$ cat src/rtl/ddr2_cmd_arbiter.sv
// rtl/ddr2_cmd_arbiter.sv - MIG port-0 command arbiter over a circular DDR2 ring
module ddr2_cmd_arbiter #(
  parameter int          RING_BYTES = 134217728,
  parameter logic [29:0] BASE_ADDR  = 30'd0,
  parameter int          FILL_W     = 26
) (
  input  logic              clk,
  input  logic              rst_n,
  input  logic              calib_done,
  input  logic              clear,
  input  logic [6:0]        burst_len,
  input  logic              wr_req,
  output logic              wr_gnt,
  input  logic              rd_req,
  output logic              rd_gnt,
  input  logic              p0_cmd_full,
  output logic              p0_cmd_en,
  output logic [2:0]        p0_cmd_instr,
  output logic [29:0]       p0_cmd_byte_addr,
  output logic [5:0]        p0_cmd_bl,
  output logic [FILL_W-1:0] fill_words,
  output logic              empty,
  output logic              full
);

  localparam int              PTR_W      = $clog2(RING_BYTES);
  localparam logic [FILL_W:0] RING_WORDS = (FILL_W+1)'(RING_BYTES / 4);

  typedef enum logic {S_IDLE, S_GAP} state_t;

  state_t            state, state_nxt;
  logic [PTR_W-1:0]  wr_ptr, rd_ptr, ptr_step;
  logic [6:0]        bl_act, bl_nxt;
  logic [FILL_W-1:0] fill_nxt;
  logic              last_rd;
  logic              wr_elig, rd_elig, issue_wr, issue_rd;
  logic              empty_nxt, full_nxt;

  assign wr_elig  = wr_req & calib_done & ~full;
  assign rd_elig  = rd_req & calib_done & ~empty;
  assign ptr_step = PTR_W'({bl_act, 2'b00});

  always_ff @(posedge clk or negedge rst_n) begin
    if (!rst_n) state <= S_IDLE;
    else        state <= state_nxt;
  end

  always_comb begin
    state_nxt = state;
    issue_wr  = 1'b0;
    issue_rd  = 1'b0;
    if (clear) begin
      state_nxt = S_IDLE;
    end else if (state == S_IDLE) begin
      if (!p0_cmd_full && (wr_elig || rd_elig)) begin
        if (wr_elig && rd_elig) begin
          issue_wr = last_rd;
          issue_rd = ~last_rd;
        end else begin
          issue_wr = wr_elig;
          issue_rd = rd_elig;
        end
        state_nxt = S_GAP;
      end
    end else begin
      state_nxt = S_IDLE;
    end
  end

  // Fill settles in the gap cycle, using the grant registered on the issue edge.
  always_comb begin
    fill_nxt = fill_words;
    bl_nxt   = bl_act;
    if (clear) begin
      fill_nxt = '0;
      bl_nxt   = burst_len;
    end else if (wr_gnt) begin
      fill_nxt = fill_words + FILL_W'(bl_act);
    end else if (rd_gnt) begin
      fill_nxt = fill_words - FILL_W'(bl_act);
    end
    empty_nxt = fill_nxt < FILL_W'(bl_nxt);
    full_nxt  = ({1'b0, fill_nxt} + (FILL_W+1)'(bl_nxt)) > RING_WORDS;
  end

  always_ff @(posedge clk or negedge rst_n) begin
    if (!rst_n) begin
      wr_gnt           <= 1'b0;
      rd_gnt           <= 1'b0;
      p0_cmd_en        <= 1'b0;
      p0_cmd_instr     <= 3'b000;
      p0_cmd_byte_addr <= BASE_ADDR;
      p0_cmd_bl        <= 6'd63;
      bl_act           <= 7'd64;
      wr_ptr           <= '0;
      rd_ptr           <= '0;
      fill_words       <= '0;
      empty            <= 1'b1;
      full             <= 1'b0;
      last_rd          <= 1'b1;
    end else begin
      wr_gnt     <= issue_wr;
      rd_gnt     <= issue_rd;
      p0_cmd_en  <= issue_wr | issue_rd;
      fill_words <= fill_nxt;
      bl_act     <= bl_nxt;
      empty      <= empty_nxt;
      full       <= full_nxt;
      if (clear) begin
        wr_ptr <= '0;
        rd_ptr <= '0;
      end else if (issue_wr) begin
        p0_cmd_instr     <= 3'b000;
        p0_cmd_byte_addr <= BASE_ADDR + 30'(wr_ptr);
        p0_cmd_bl        <= 6'(bl_act - 7'd1);
        wr_ptr           <= wr_ptr + ptr_step;
        last_rd          <= 1'b0;
      end else if (issue_rd) begin
        p0_cmd_instr     <= 3'b001;
        p0_cmd_byte_addr <= BASE_ADDR + 30'(rd_ptr);
        p0_cmd_bl        <= 6'(bl_act - 7'd1);
        rd_ptr           <= rd_ptr + ptr_step;
        last_rd          <= 1'b1;
      end
    end
  end

endmodule

$ cat config.mk
export PLATFORM = sky130hd
export DESIGN_NAME = ddr2_cmd_arbiter
export DESIGN_NICKNAME = d
export VERILOG_FILES = /design/src/rtl/ddr2_cmd_arbiter.sv
export SDC_FILE = /design/constraint.sdc
export NUM_CORES = 1
export LEC_CHECK = 0
export BUFFER_PORTS_ARGS = -buffer_cell sky130_fd_sc_hd__buf_2
export CAP_MARGIN = 20
export CORE_UTILIZATION = 55
export DETAILED_ROUTE_END_ITERATION = 7
export PLACE_DENSITY = 0.82
export SLEW_MARGIN = 20
export SYNTH_ARGS = -nofsm -noshare
export SYNTH_HDL_FRONTEND = slang
export SYNTH_SLANG_ARGS = --single-unit
$ cat constraint.sdc
create_clock -name clk -period 11.13 [get_ports clk]
set_clock_uncertainty 0.2 [all_clocks]
set_input_delay 1.6695 -clock clk [delete_from_list [all_inputs] [get_ports clk]]
set_output_delay 1.6695 -clock clk [all_outputs]
set_load 0.02 [all_outputs]
==> out/qor.yml, run 1 <==
cp_top_family: "compound AO/OA/AOI/OAI gates"
r2r_cells: 18
drive_gt1_frac: 0.154
async_reset_ff_frac: 1.00
seq_area_um2: 3060
postSynthAreaPerCell_um2: 9.01
period_minus_slack_ns: 6.49
wl_per_cell_um: 18.0
nFillCells: 1131
die_h_um: 124
htreeDepth: 4
port-buffer-count: 76
ioPinCount: 84
layout.nets: 1025
synth-edff-count: 0
post_cts_buffers: 0
post_cts_resized: 0
irDropWorstVdd_mv: 0.112
worst_pin_slew_ns: 1.01
min_from: "p0_cmd_byte_addr[13]"
finalSetupTns_ns: 0
diodes: 0
clock_sinks: 122
grt_pass1_vias: 6748
crit_path_frequent_cell: "buf_4"
p_leak_nw: 4.57
r2r-end: "full"
grt_max_degree: 85
ys_warn_count: 0
dp_hpwl_um: 14800
first_iter_violations: 808
wirelength_um: 20900
crit_buf_inv: 3
startpoint: "clear"
via_per_inst: 6.10
hold_viol_final: 0
num_vias: 7067
die_w_um: 124
worstPathMaxFanout: 65
drc: 0
critPathKind: "in -> reg"
worstPathArrival_ns: 6.60
clk_pin_slew_worst_paths_ns: 0.06
ys.flop_type: "dfrtp_1"
worstSkewPairLatency_ns: 0.42
initial_utilization: 0.562
synth_area_um2: 8130
num_rows: 44
hold_class: "reg -> reg"
pre_cts_slack_ns: 4.27
holdPathStages: 2
numCtsBuffers: 17
setup_viol: 0
final_max_slew_viol_count: 0
r2r-start: "bl_act[2]"
slowest_delay_ns: 0.64
grt_util_all_layers: 0.287
ant_nets: 0
rsz0062_at_grt: "no"
grt.overflow.total: 0
synth.ff_latch_count: 122
clockBufferDepth: 2
synth_cell_types: 79
hold_buffers: 0
antenna_found_initial: 0
powerDensity_nw_per_um2: 145
die_area_um2: 15300
finalWorstSetupSlack_ns: 4.64
netlist_instances: 902
crit_chain: "buf_4 -> buf_4 -> nand2_1 -> o21ai_0 -> ha_1 -> inv_1 -> fa_1 -> or2_2 -> a221oi_1 -> o21bai_1 -> a21oi_1 -> o22a_1 -> nor4b_2 -> and2_1 -> and4b_1 -> o22ai_1 -> a2111oi_2 -> a2111oi_0 -> a311o_1"
critPathSlowestCell: "buf_4"
max-slew-margin-rel: 0.329
drv_cap: 0
status: "complete, no violations"
synth-seq-area-share: 0.377
min_to: "p0_cmd_byte_addr[13]"
worstPathRequired_ns: 11.24
max_freq_mhz: 154
clockRootBuffer: "clkbuf_16"
cts_tree: "done"
core-area_um2: 14500
multi_input_area_um2: 4660
grt_pass1_wl_um: 33600
worstSetupEndpointType: "register"
area_growth_pct: 14.0
reg2reg_slack_ns: 5.45
fin_crit_sh: 0.583
routabilityCongestion: 0.968
drtPass1Iterations: 8
startpoint_type: "input pin"
kinds of logic (layout without fill, tap and decap cells):
| group | count (synthesis) | after routing | share of synthesized area |
|---|---|---|---|
| adder cells (fa/ha/maj) | 48 | 48 | 0.0785 |
| buffers and inverters | 110 | 177 | 0.0562 |
| XOR/XNOR | 69 | 69 | 0.0743 |
| AND/OR/NAND/NOR | 338 | 338 | 0.215 |
| flip-flops | 122 | 122 | 0.377 |
| multiplexers | 16 | 16 | 0.0205 |
| other | 1 | 7 | 0.000461 |
| AO/OA/AOI/OAI | 198 | 198 | 0.178 |
metal layers:
| layer | share of wire | vias to the layer above | GRT usage |
|---|---|---|---|
| li1 | - | 3317 | - |
| met2 | 0.47 | 279 | 0.459 |
| met1 | 0.43 | 3419 | 0.371 |
| met3 | 0.061 | 52 | 0.0650 |
| met5 | 0 | - | 0 |
| met4 | 0.030 | 0 | 0.129 |
state kept, by name (all words and copies together), names as in the netlist:
name / cells
rd_ptr: 25
state: 1
last_rd: 1
wr_gnt: 1
p0_cmd_instr: 1
p0_cmd_en: 1
p0_cmd_byte_addr: 25
empty: 1
full: 1
p0_cmd_bl: 6
wr_ptr: 25
fill_words: 26
bl_act: 7
rd_gnt: 1
cell type report:
| cell class | instances | area share |
|---|---|---|
| clock buffer | 21 | 0.0507 |
| multi-input combinational | 676 | 0.503 |
| timing repair buffer | 84 | 0.0485 |
| clock inverter | 10 | 0.0177 |
| inverter | 62 | 0.0251 |
| sequential | 122 | 0.331 |
| tap | 184 | 0.0248 |
Yosys cell counts, drive strengths merged (12+ instances only):
master	n	share of area
nand2b	15	0.012
inv	62	0.029
and3	18	0.014
nand3	24	0.015
nor2	100	0.046
dfrtp	113	0.35
clkbuf	24	0.011
and2	12	0.0092
a222oi	21	0.026
buf	24	0.016
nor2b	21	0.016
a21oi	51	0.032
nand2	69	0.032
xnor2	35	0.038
o21ai	29	0.018
xor2	34	0.037
nor3	20	0.012
ha	43	0.066
stage by stage:
step | hold slack [ns] | power, mW | utilization | area [um^2] | instances
CTS | 0.280 | 1.34 | 0.639 | 9250 | 1159
detailed placement | 0.269 | 0.749 | 0.595 | 8620 | 1128
finish | 0.272 | 1.34 | 0.640 | 9270 | 1159
floorplan | 0.282 | 0.678 | - | 8150 | 908
global placement | 0.258 | 0.743 | 0.595 | 8620 | 1128
global route | 0.290 | 1.39 | 0.640 | 9270 | 1159
report_power, final:
part / internal (mW) / switching, mW
clock network: 0.391 / 0.204
logic: 0.0869 / 0.154
registers: 0.478 / 0.0292
tightest hold or removal path: stages, from the launching register on:
cell     delay (ns)
dfrtp_1        0.33
nand2_1        0.04
o21ai_0        0.06
layout by cell type (no fill, tap or decap), types with 8 or more instances in the layout:
cell type and n:
a211oi_1 8, a21o_1 11, a21oi_1 50, a221oi_1 8, a222oi_1 21, a22oi_1 9
and2_1 12, and3_1 17, buf_2 74, buf_4 9, clkbuf_16 17, dfrtp_1 113
dfstp_2 9, ha_1 43, inv_1 61, mux2i_1 11, nand2_1 69, nand2b_1 15
nand3_1 24, nand4_1 11, nor2_1 100, nor2b_1 20, nor3_1 20, o21a_1 8
o21ai_0 29, or3_1 11, xnor2_1 35, xor2_1 34
worst max path at each step:
stage                 to  cells after the start
finish              full                     19
detailed placement  full                     19
floorplan           full                     23
CTS                 full                     19
global placement    full                     19
global route        full                     19
Power figures use the tool's default switching activity.
==> run 2: changes to the inputs <==
clock period = 6.8 ns   (was 11.13 ns; I/O delays follow)
==> run 2 against run 1 <==
First-iteration DRC count is 0.12% lower. Combinational power is 62% higher. Register-to-register slack worse by 4.3 ns. Critical path depth is 1 higher. Cell count hardly changed. Worst hold slack better by 0.0062 ns. Largest power group unchanged. Setup slack worse by 3.5 ns. Non-clock buffer count stayed put. Sequential cell count stayed put. Sequential power is 64% higher. Clock power is 50% higher. Highest routed layer unchanged.
==> out/qor.yml, run 2 (synthesized netlist as in run 1, its figures left out) <==
status: "complete, no violations"
wirelength_um: 20600
dp.cells: 1128
fin_crit_sh: 0.826
die_h_um: 124
max-slew-margin-rel: 0.341
min_from: "p0_cmd_byte_addr[13]"
crit_path_frequent_cell: "nor2_1"
period_minus_slack_ns: 5.61
drive_gt1_frac: 0.156
clk_pin_slew_worst_paths_ns: 0.06
combPwrFrac: 0.185
dp_hpwl_um: 14800
power_frac_seq: 0.394
finalSetupTns_ns: 0
drc: 0
final_max_slew_viol_count: 0
hold_slack_ns: 0.278
irDropWorstVdd_mv: 0.203
grt_pass1_vias: 6751
grt.overflow.total: 0
die_w_um: 124
final_cell_mix: "113 x dfrtp_1, 100 x nor2_1, 74 x buf_2"
worst_pin_slew_ns: 0.987
initial_utilization: 0.562
area_growth_pct: 13.3
crit_chain: "inv_1 -> fa_1 -> nor2_1 -> nor2_1 -> nor2_1 -> nor2_1 -> xnor2_1 -> a221oi_1 -> ha_1 -> a221oi_1 -> o21bai_1 -> a21oi_1 -> o22a_1 -> nor4b_2 -> a31o_2 -> o2111a_1 -> nand4_1 -> a2111oi_2 -> a2111oi_0 -> a311o_1"
numCtsBuffers: 17
r2r-start: "bl_act[1]"
powerDensity_nw_per_um2: 229
setup_viol: 0
clock_sinks: 122
drv_cap: 0
critPathKind: "reg -> reg"
hold_buffers: 0
antenna_found_initial: 0
nFillCells: 1209
final_cells: 1160
first_iter_violations: 807
clockBufferDepth: 2
via_per_inst: 6.14
intPower_mw: 1.44
clockRootBuffer: "clkbuf_16"
switchingPower_mw: 0.675
worstSkewPairLatency_ns: 0.44
post_cts_buffers: 0
num_rows: 44
worstSetupEndpointType: "register"
max_freq_mhz: 178
worstPathRequired_ns: 6.91
worstPathArrival_ns: 5.72
ioPinCount: 84
startpoint: "bl_act[1]"
worstPathMaxFanout: 8
routabilityCongestion: 0.969
htreeDepth: 4
largest_register_ffs: 26
top_register: "fill_words"
grt_max_degree: 74
drtPass1Iterations: 6
pwr-share-clk: 0.421
hold_class: "reg -> reg"
cts_tree: "done"
fin_total_pwr_mw: 2.11
startpoint_type: "register"
diodes: 0
grt_util_all_layers: 0.289
wl_per_cell_um: 17.7
layout.nets: 1025
rsz0062_at_grt: "no"
port-buffer-count: 76
post_cts_resized: 0
critPathSlowestCell: "dfrtp_1"
final_common_cell: "dfrtp_1"
grt_pass1_wl_um: 33700
switching_share: 0.319
hold_viol_final: 0
ant_nets: 0
p_leak_nw: 4.54
num_vias: 7118
slowest_delay_ns: 0.59
core-area_um2: 14500
die_area_um2: 15300
run 2: metrics by stage:
stage / utilization / cell area [um^2] / setup WS, ns
6_report: 0.636 / 9210 / 1.19
5_1_grt: 0.636 / 9210 / 0.748
4_1_cts: 0.635 / 9200 / 1.27
3_5_place_dp: 0.595 / 8620 / 1.21
3_3_place_gp: 0.595 / 8620 / 1.32
2_1_floorplan: - / 8150 / 0.513
run 2: path summary, 6_finish.rpt:
kind                            slack (ns)  depth (start not counted)                   end
worst max-delay path                  1.19                         20                  full
worst min-delay path                  0.28                          2  p0_cmd_byte_addr[13]
worst max register to register        1.19                         20                  full
worst min register to register        0.28                          2  p0_cmd_byte_addr[13]
max in group asynchronous             4.68                          2            rd_ptr[13]
min in group asynchronous             0.53                          1            wr_ptr[21]
run 2: power groups by stage:
stage	Combinational [mW]	Clock (mW)	Sequential (mW)
finish	0.391	0.890	0.833
floorplan	0.245	0	0.864
global route	0.432	0.928	0.838
global placement	0.375	0	0.843
CTS	0.387	0.896	0.831
detailed placement	0.385	0	0.844
run 2: final cells by class:
class / instances / area (um^2) / area share
Multi-Input combinational cell: 676 / 4660 / 0.506
Sequential cell: 122 / 3060 / 0.333
Timing Repair Buffer: 84 / 445 / 0.0484
Clock buffer: 17 / 425 / 0.0462
Inverter: 62 / 233 / 0.0253
Tap cell: 184 / 230 / 0.0250
Clock inverter: 15 / 151 / 0.0164
run 2: metal layers:
| layer | up-vias | wire length [um] | track usage | share of wire |
|---|---|---|---|---|
| met4 | 0 | 652 | 0.148 | 0.032 |
| met1 | 3436 | 8840 | 0.382 | 0.43 |
| met2 | 298 | 9670 | 0.446 | 0.47 |
| met5 | - | 0 | 0 | 0 |
| met3 | 57 | 1380 | 0.0632 | 0.067 |
| li1 | 3327 | - | - | - |
run 2: critical path: cells and delay by family, from the launching register on:
kind | cells | cell delay [ns]
adders and majority gates | 2 | 0.84
and+or+nand+nor | 6 | 1.03
xor gates and xnor gates | 1 | 0.13
AOI/OAI and AO/OA | 10 | 2.48
DFF | 1 | 0.59
buffers and inverters | 1 | 0.20
